===== src/rtl/hex_7seg_decoder.sv =====
// Registered hex-to-seven-segment decoder, one digit, 1-cycle latency.
// Define HEX7SEG_ACTIVE_LOW_EN for active-low (common-anode) segment drive.
module hex_7seg_decoder (
  input  logic       clk,
  input  logic       rst_n,
  input  logic [3:0] in,
  output logic       o_a,
  output logic       o_b,
  output logic       o_c,
  output logic       o_d,
  output logic       o_e,
  output logic       o_f,
  output logic       o_g
);

`ifdef HEX7SEG_ACTIVE_LOW_EN
  localparam logic [6:0] POL_MASK = 7'b1111111;
`else
  localparam logic [6:0] POL_MASK = 7'b0000000;
`endif

  // Active-high glyph pattern {a,b,c,d,e,f,g} for one hex digit.
  function automatic logic [6:0] decode_glyph(input logic [3:0] digit);
    logic [6:0] seg;
    case (digit)
      4'h0:    seg = 7'b1111110;
      4'h1:    seg = 7'b0110000;
      4'h2:    seg = 7'b1101101;
      4'h3:    seg = 7'b1111001;
      4'h4:    seg = 7'b0110011;
      4'h5:    seg = 7'b1011011;
      4'h6:    seg = 7'b1011111;
      4'h7:    seg = 7'b1110000;
      4'h8:    seg = 7'b1111111;
      4'h9:    seg = 7'b1111011;
      4'hA:    seg = 7'b1110111;
      4'hB:    seg = 7'b0011111;
      4'hC:    seg = 7'b1001110;
      4'hD:    seg = 7'b0111101;
      4'hE:    seg = 7'b1001111;
      4'hF:    seg = 7'b1000111;
      default: seg = 7'b0000000;
    endcase
    return seg;
  endfunction

  logic [6:0] seg_s;
  logic [6:0] seg_r;

  // Decode then apply display polarity; the XOR mask also defines blank.
  always_comb begin
    seg_s = decode_glyph(in) ^ POL_MASK;
  end

  // Output register; reset forces blank so no stale glyph survives it.
  always_ff @(posedge clk or negedge rst_n) begin
    if (!rst_n) begin
      seg_r <= POL_MASK;
    end else begin
      seg_r <= seg_s;
    end
  end

  assign o_a = seg_r[6];
  assign o_b = seg_r[5];
  assign o_c = seg_r[4];
  assign o_d = seg_r[3];
  assign o_e = seg_r[2];
  assign o_f = seg_r[1];
  assign o_g = seg_r[0];

endmodule


===== config.mk =====
export PLATFORM = sky130hd
export DESIGN_NAME = hex_7seg_decoder
export DESIGN_NICKNAME = d
export VERILOG_FILES = /design/src/rtl/hex_7seg_decoder.sv
export SDC_FILE = /design/constraint.sdc
export NUM_CORES = 1
export LEC_CHECK = 0
export ABC_AREA = 1
export BUFFER_PORTS_ARGS = -buffer_cell sky130_fd_sc_hd__buf_2
export CORE_AREA = 4 4 41 43
export CTS_CLUSTER_DIAMETER = 200
export DETAILED_ROUTE_END_ITERATION = 8
export DIE_AREA = 0 0 45 47
export PLACE_DENSITY = 0.63
export SYNTH_ARGS = -nofsm -noshare
export SYNTH_HDL_FRONTEND = slang
export SYNTH_SLANG_ARGS = --single-unit

===== constraint.sdc =====
create_clock -name clk -period 0.8 [get_ports clk]
set_input_delay 0.12 -clock clk [delete_from_list [all_inputs] [get_ports clk]]
set_output_delay 0.12 -clock clk [all_outputs]
set_load 0.1 [all_outputs]

==> results of run 1 <==
power by group through the flow:
stage | Sequential [mW] | Combinational [mW] | Clock, mW
after CTS | 0.418 | 0.518 | 0.315
after global routing | 0.419 | 0.548 | 0.325
after detailed placement | 0.423 | 0.513 | 0
after floorplan | 0.642 | 0.0905 | 0
final | 0.417 | 0.515 | 0.297
after global placement | 0.423 | 0.511 | 0
cell usage after synthesis, drive strengths merged:
master,count
inv,8
ha,7
nand2,29
nand3,4
o21ai,2
buf,1
nor2,1
dfrtp,7
what timing repair did:
item / 4_1_cts / 5_1_grt
pin swaps: 0 / 0
endpoints found under the hold margin: 7 / 0
hold buffers: 1 / 0
endpoints found under the setup margin: 7 / 8
gates resized for setup: 0 / 1
worst max-delay path by stage:
stage	endpoint	slack (ns)	cells past startpoint
2_1_floorplan	seg_r[3]	-0.0009	6
3_3_place_gp	seg_r[3]	-0.15	7
3_5_place_dp	seg_r[3]	-0.15	7
4_1_cts	o_d	-0.15	1
5_1_grt	o_f	-0.15	1
6_report	o_d	-0.13	1
metal layers:
metal / up-vias / part of all wire [%] / GRT usage (%)
met4: 0 / 0.56 / 8.77
met3: 2 / 8.8 / 2.30
li1: 213 / - / -
met2: 11 / 53 / 16.1
met5: - / 0 / 0
met1: 159 / 38 / 7.48
cell families (layout without fill, tap and decap cells):
family | Yosys count | after routing | synth area share [%]
AOI/OAI and AO/OA | 2 | 2 | 2.25
adders and majority gates | 7 | 7 | 19.7
DFF | 7 | 7 | 39.3
buffers and inverters | 9 | 28 | 8.43
and+or+nand+nor | 34 | 34 | 30.3
layout make-up:
class                      instances  area share (%)
clock buffer                       4            3.81
tap                               15            2.72
inverter                           8            4.36
timing repair buffer              16            28.7
multi-input combinational         43            33.8
sequential                         7            26.7
through the flow:
step / setup TNS [ns] / setup WS (ns) / total power, mW / cells
after global routing: -1.06 / -0.154 / 1.29 / 93
after CTS: -1.01 / -0.147 / 1.25 / 93
after global placement: -0.760 / -0.146 / 0.934 / 88
final: -0.915 / -0.133 / 1.23 / 93
after floorplan: -0.000863 / -0.000863 / 0.733 / 59
after detailed placement: -0.841 / -0.154 / 0.937 / 88
==> impl_results.rst, run 1 <==
.. list-table::
   :header-rows: 1

   * - Metric
     - Value
   * - Outcome
     - finished, violations left
   * - Violated checks
     - negative setup slack
   * - Warning count from the yosys run
     - 0
   * - Post-CTS setup repair buffer count
     - 0
   * - Root Buffer Master
     - sky130_fd_sc_hd__clkbuf_4
   * - Cell Pwr Density
     - 1780 nW/um^2
   * - Hold path startpoint
     - in[3]
   * - CP cell instances
     - buf_12
   * - Max FFs per register
     - 7
   * - Overall track demand over capacity in global routing
     - under 10%
   * - Wire length of the first global-routing pass
     - roughly 1300 um
   * - Buffer levels on the longest clock path
     - 2
   * - Crit path DAT
     - roughly 0.8 ns
   * - Cell depth of the worst hold path
     - 3
   * - Type of the tightest min-delay check
     - in -> reg
   * - Cell-internal power
     - roughly 0.76 mW
   * - Max-cap violations
     - 0
   * - Area of the multi-input gates
     - about 230 um^2
   * - Wire length per cell after detailed routing
     - 7.66 um
   * - Largest net degree at the start of global routing
     - 10
   * - Final core area utilization
     - a little over half
   * - Fmax
     - 1.07 GHz
   * - I/O Buffers
     - 12
   * - Detailed-route DRC error count
     - 0
   * - Clock transition at the register clock pins on the worst setup and hold paths after CTS
     - 0.05 ns
   * - Final Cell Area
     - about 700 um^2
   * - Net switching component of the power
     - 0.467 mW
   * - CTS H-tree lvls
     - 1
   * - Most common cell after layout, fill and taps aside
     - sky130_fd_sc_hd__nand2_1
   * - Biggest register
     - seg_r
   * - Launching element type of the critical path
     - register
   * - Startpoint of the worst setup timing path
     - seg_r[3]
   * - Family with the most delay on the worst path
     - flip-flops
   * - Sequential share of power
     - between 30% and 40%
   * - Most frequent cells in the layout
     - sky130_fd_sc_hd__nand2_1 (28), sky130_fd_sc_hd__inv_1 (7), sky130_fd_sc_hd__ha_1 (7), sky130_fd_sc_hd__buf_12 (7), sky130_fd_sc_hd__dfrtp_2 (7)
   * - Post-Synthesis Cell Area
     - 445 um^2
   * - Number of antenna violations at the first check in global routing
     - 0
   * - CP Data Required Time
     - just under 0.7 ns
   * - Number of buffers and inverters on the critical path
     - 1
   * - Static leakage power
     - 0.375 nW
   * - Largest registers
     - seg_r: 7 flops
   * - Global placer's final weighted congestion
     - 0.868
   * - Maximum single-stage delay on the critical path
     - 0.41 ns
   * - Chip Height
     - 47 um
   * - Critical path fanouts, max
     - 1
   * - Sequential-to-total area share from yosys stat
     - between 30% and 40%
   * - Area inside the core boundary
     - 1300 um^2
   * - Routed Wire Length
     - about 700 um
   * - Synthesis-to-finish area growth
     - 54.8%
   * - Combinational cell fraction of total power
     - between 40% and 50%
   * - Max_slew headroom
     - about nine tenths
   * - Final Slew Violations
     - 0
   * - Number of global-route vias before repair
     - roughly 350
   * - Detailed placement HPWL
     - 615 um
   * - Number of setup violations in the final report
     - 7
   * - Critical path endpoint category
     - output pin
   * - Final net count
     - 92
   * - Die X-Extent
     - ~45 um
   * - Post-placement cell area
     - 653 um^2
   * - Die Footprint
     - 2120 um^2
   * - Count of routing violations after the opening detailed-route iteration
     - 5
   * - Biggest area consumer among synthesized cells
     - sky130_fd_sc_hd__dfrtp_1
   * - Effective utilization at floorplan
     - approximately a third
   * - Area occupied by registers
     - 184 um^2
   * - Critical path class
     - reg -> out
   * - Post-route minimum period
     - 0.933 ns
   * - Final hold vios
     - 0
   * - Count of antenna diodes in the layout
     - 0
   * - Antenna violation net count after detailed routing
     - 0
   * - Share of cells above drive strength 1
     - about 35%
   * - Worst hold endpoint
     - seg_r[3]
   * - Relative contribution of the clock network to total power
     - 24.2%
   * - Number of instances in the synthesized netlist
     - 59
   * - CTS sink count
     - 7
   * - Dominant cells by area after synthesis
     - sky130_fd_sc_hd__dfrtp_1 (39%), sky130_fd_sc_hd__nand2_1 (24%), sky130_fd_sc_hd__ha_1 (20%), sky130_fd_sc_hd__inv_1 (5.9%), sky130_fd_sc_hd__nand3_1 (4.5%)
   * - Proportion of total power due to net switching
     - 38.0%
   * - Number of distinct standard cells referenced by the synthesized netlist
     - 10
   * - Residual overflow from global routing
     - 0
   * - Worst hold margin
     - 0.180 ns
   * - Number of fill cells in the layout
     - roughly 130
   * - Post-synthesis register bit count
     - 7
   * - Worst Max-Slew Pin Slew
     - 0.160 ns
   * - Via count
     - 385
   * - Slowest cell on the critical path
     - sky130_fd_sc_hd__dfrtp_2
   * - Vias per Instance
     - 4.14
   * - Maximum vdd ir drop
     - 0.000514 V
   * - Number of buffers created by CTS
     - 3
   * - Ports
     - 13
   * - Yosys top cell area share
     - 39.3%
   * - Part of the cycle the worst path needs
     - 117%
   * - Unrepaired setup endpoints after global routing
     - true
   * - Number of cell rows
     - 13
   * - Final worst-path setup slack
     - -0.133 ns
   * - Average footprint of a synthesized cell
     - 7.55 um^2
   * - TritonCTS clock tree
     - done
   * - Number of optimization iterations in the first detailed-route pass
     - 3
   * - Net count after synthesis
     - 72
No activity file was read; power rests on OpenSTA's default activity.
==> run 2, diff against run 1 <==
PLACE_DENSITY = default   (was 0.63)
PLACE_DENSITY_LB_ADDON = 0.2   (was default)
==> run 2 against run 1 <==
Compared with the run above: the flow still finishes with violations (negative setup slack); core utilization unchanged; critical endpoint is now o_e; clock power up 2%; largest power group unchanged; clock-buffer cell count unchanged.
==> impl_results.rst, run 2 (synthesis results as in run 1) <==
.. list-table::
   :header-rows: 1

   * - Metric
     - Value
   * - Wire length of the first global-routing pass
     - 1220 um
   * - CTS H-tree lvls
     - 1
   * - Root Buffer Master
     - sky130_fd_sc_hd__clkbuf_4
   * - Number of buffers created by CTS
     - 3
   * - Critical path fanouts, max
     - 1
   * - Ports
     - 13
   * - Final worst-path setup slack
     - -0.135 ns
   * - Worst Max-Slew Pin Slew
     - between 0.15 and 0.2 ns
   * - Share of cells above drive strength 1
     - 34.6%
   * - Critical path class
     - reg -> out
   * - Slowest cell on the critical path
     - sky130_fd_sc_hd__dfrtp_2
   * - Outcome
     - finished, violations left
   * - Vias per Instance
     - 4.22
   * - Part of the cycle the worst path needs
     - 117%
   * - Largest net degree at the start of global routing
     - 10
   * - Critical path endpoint category
     - output pin
   * - Combinational cell fraction of total power
     - roughly two fifths
   * - Synthesis-to-finish area growth
     - 54.8%
   * - Startpoint of the worst setup timing path
     - seg_r[2]
   * - Crit path DAT
     - 0.81 ns
   * - Unrepaired setup endpoints after global routing
     - true
   * - Cell Pwr Density
     - 1790 nW/um^2
   * - Final hold vios
     - 0
   * - Post-CTS setup repair buffer count
     - 0
   * - CTS sink count
     - 7
   * - Number of gates on the worst path with buffers counted
     - 1
   * - Die Footprint
     - 2120 um^2
   * - Effective utilization at floorplan
     - 34.2%
   * - Number of antenna violations at the first check in global routing
     - 0
   * - Die X-Extent
     - 45 um
   * - Static leakage power
     - 0.375 nW
   * - Chip Height
     - 47 um
   * - Sequential share of power
     - 33.8%
   * - Buffer levels on the longest clock path
     - 2
   * - Routed Wire Length
     - 751 um
   * - Most frequent cells in the layout
     - sky130_fd_sc_hd__nand2_1 (28), sky130_fd_sc_hd__inv_1 (7), sky130_fd_sc_hd__ha_1 (7), sky130_fd_sc_hd__buf_12 (7), sky130_fd_sc_hd__dfrtp_2 (7)
   * - Launching element type of the critical path
     - register
   * - Relative contribution of the clock network to total power
     - 24.5%
   * - Overall track demand over capacity in global routing
     - 8.29%
   * - CP cell instances
     - buf_12
   * - Max FFs per register
     - 7
   * - TritonCTS clock tree
     - done
   * - Residual overflow from global routing
     - 0
   * - Final core area utilization
     - 53.0%
   * - Final Slew Violations
     - 0
   * - Count of antenna diodes in the layout
     - 0
   * - Wire length per cell after detailed routing
     - 8.08 um
   * - Post-CTS sizing
     - 0
   * - Type of the tightest min-delay check
     - in -> reg
   * - Count of routing violations after the opening detailed-route iteration
     - 4
   * - Number of buffers and inverters on the critical path
     - 1
   * - Global Route met2 Usage
     - a little over an eighth
   * - I/O Buffers
     - 12
   * - Maximum single-stage delay on the critical path
     - 0.41 ns
   * - Clock transition at the register clock pins on the worst setup and hold paths after CTS
     - ~0.05 ns
   * - Met3 Resource Use GR
     - less than 1%
   * - Detailed placement HPWL
     - 622 um
   * - Termination of the worst setup path
     - o_e
   * - Family with the most delay on the worst path
     - flip-flops
   * - Most common cell after layout, fill and taps aside
     - sky130_fd_sc_hd__nand2_1
   * - Net switching component of the power
     - 0.473 mW
   * - Via count
     - 392
   * - Largest registers
     - seg_r: 7 flops
   * - Final net count
     - 92
   * - Maximum vdd ir drop
     - 0.000600 V
   * - Antenna violation net count after detailed routing
     - 0
   * - Area inside the core boundary
     - 1300 um^2
   * - Power after layout
     - 1.24 mW
   * - Detailed-route DRC error count
     - 0
   * - Biggest register
     - seg_r
   * - Cell depth of the worst hold path
     - 3
   * - Cell-internal power
     - about 0.76 mW
   * - Number of setup violations in the final report
     - 7
   * - Max-cap violations
     - 0
   * - Met1 Usage GRT
     - 7.71%
   * - CP Data Required Time
     - 0.68 ns
   * - Post-route minimum period
     - between 0.9 and 1 ns
   * - Number of optimization iterations in the first detailed-route pass
     - 4
   * - Number of global-route vias before repair
     - approximately 350
   * - Most heavily used metal layer in global routing
     - met2
   * - Fmax
     - about 1.1 GHz
   * - Max_slew headroom
     - approximately 89%
   * - Proportion of total power due to net switching
     - 38.3%
   * - Global placer's final weighted congestion
     - roughly 0.84
   * - Violated checks
     - negative setup slack
   * - Number of cell rows
     - 13
## run 2: cell count changes in the layout (fill, tap and decap cells not counted)
cell,delta
sky130_fd_sc_hd__o21ai_0,+1
sky130_fd_sc_hd__o21ai_1,-1
## run 2: how the worst min path moves through the flow
stage,from,to
2_1_floorplan,rst_n,seg_r[0]
3_3_place_gp,rst_n,seg_r[4]
3_5_place_dp,rst_n,seg_r[4]
4_1_cts,in[3],seg_r[3]
5_1_grt,in[3],seg_r[3]
6_report,in[3],seg_r[3]
## run 2: per-stage QoR
stage / setup TNS (ns) / setup slack [ns] / hold WS (ns) / instances / cell area [um^2]
after floorplan: -0.000863 / -0.000863 / -0.176 / 59 / 454
after global placement: -0.788 / -0.149 / -0.0454 / 88 / 653
after detailed placement: -0.833 / -0.164 / -0.0450 / 88 / 653
after CTS: -1.02 / -0.148 / 0.169 / 93 / 689
after global routing: -1.07 / -0.160 / 0.190 / 93 / 689
final: -0.935 / -0.135 / 0.181 / 93 / 689
## run 2: metal layers
layer  wire (um)  share of wire (%)  vias to the layer above
met5           0                  0                        -
met4          19                2.5                        0
met3          44                5.9                        2
met2         389                 52                       11
met1         297                 40                      167
li1            -                  -                      212
## run 2: tightest hold or removal path: cells and delay by family
kind / cells / cell delay [ns]
simple gates: 2 / 0.12
buf+inv: 1 / 0.15
## run 2: power groups by stage
stage	registers [mW]	logic, mW	clock network [mW]
after floorplan	0.642	0.0905	0
after global placement	0.423	0.512	0
after detailed placement	0.423	0.514	0
after CTS	0.418	0.519	0.320
after global routing	0.421	0.544	0.323
final	0.417	0.516	0.303
## run 2: what timing repair did
item	CTS	global route
hold endpoints to repair	7	0
hold buffers	1	0
setup endpoints to repair	7	7
## run 2: area by class of cell
class	instances	area, um^2
fillers	132	612
inverters	8	30.0
multi-input cells	43	233
repair buffers	16	198
well taps	15	18.8
flip-flops and latches	7	184
clock buffers	4	26.3
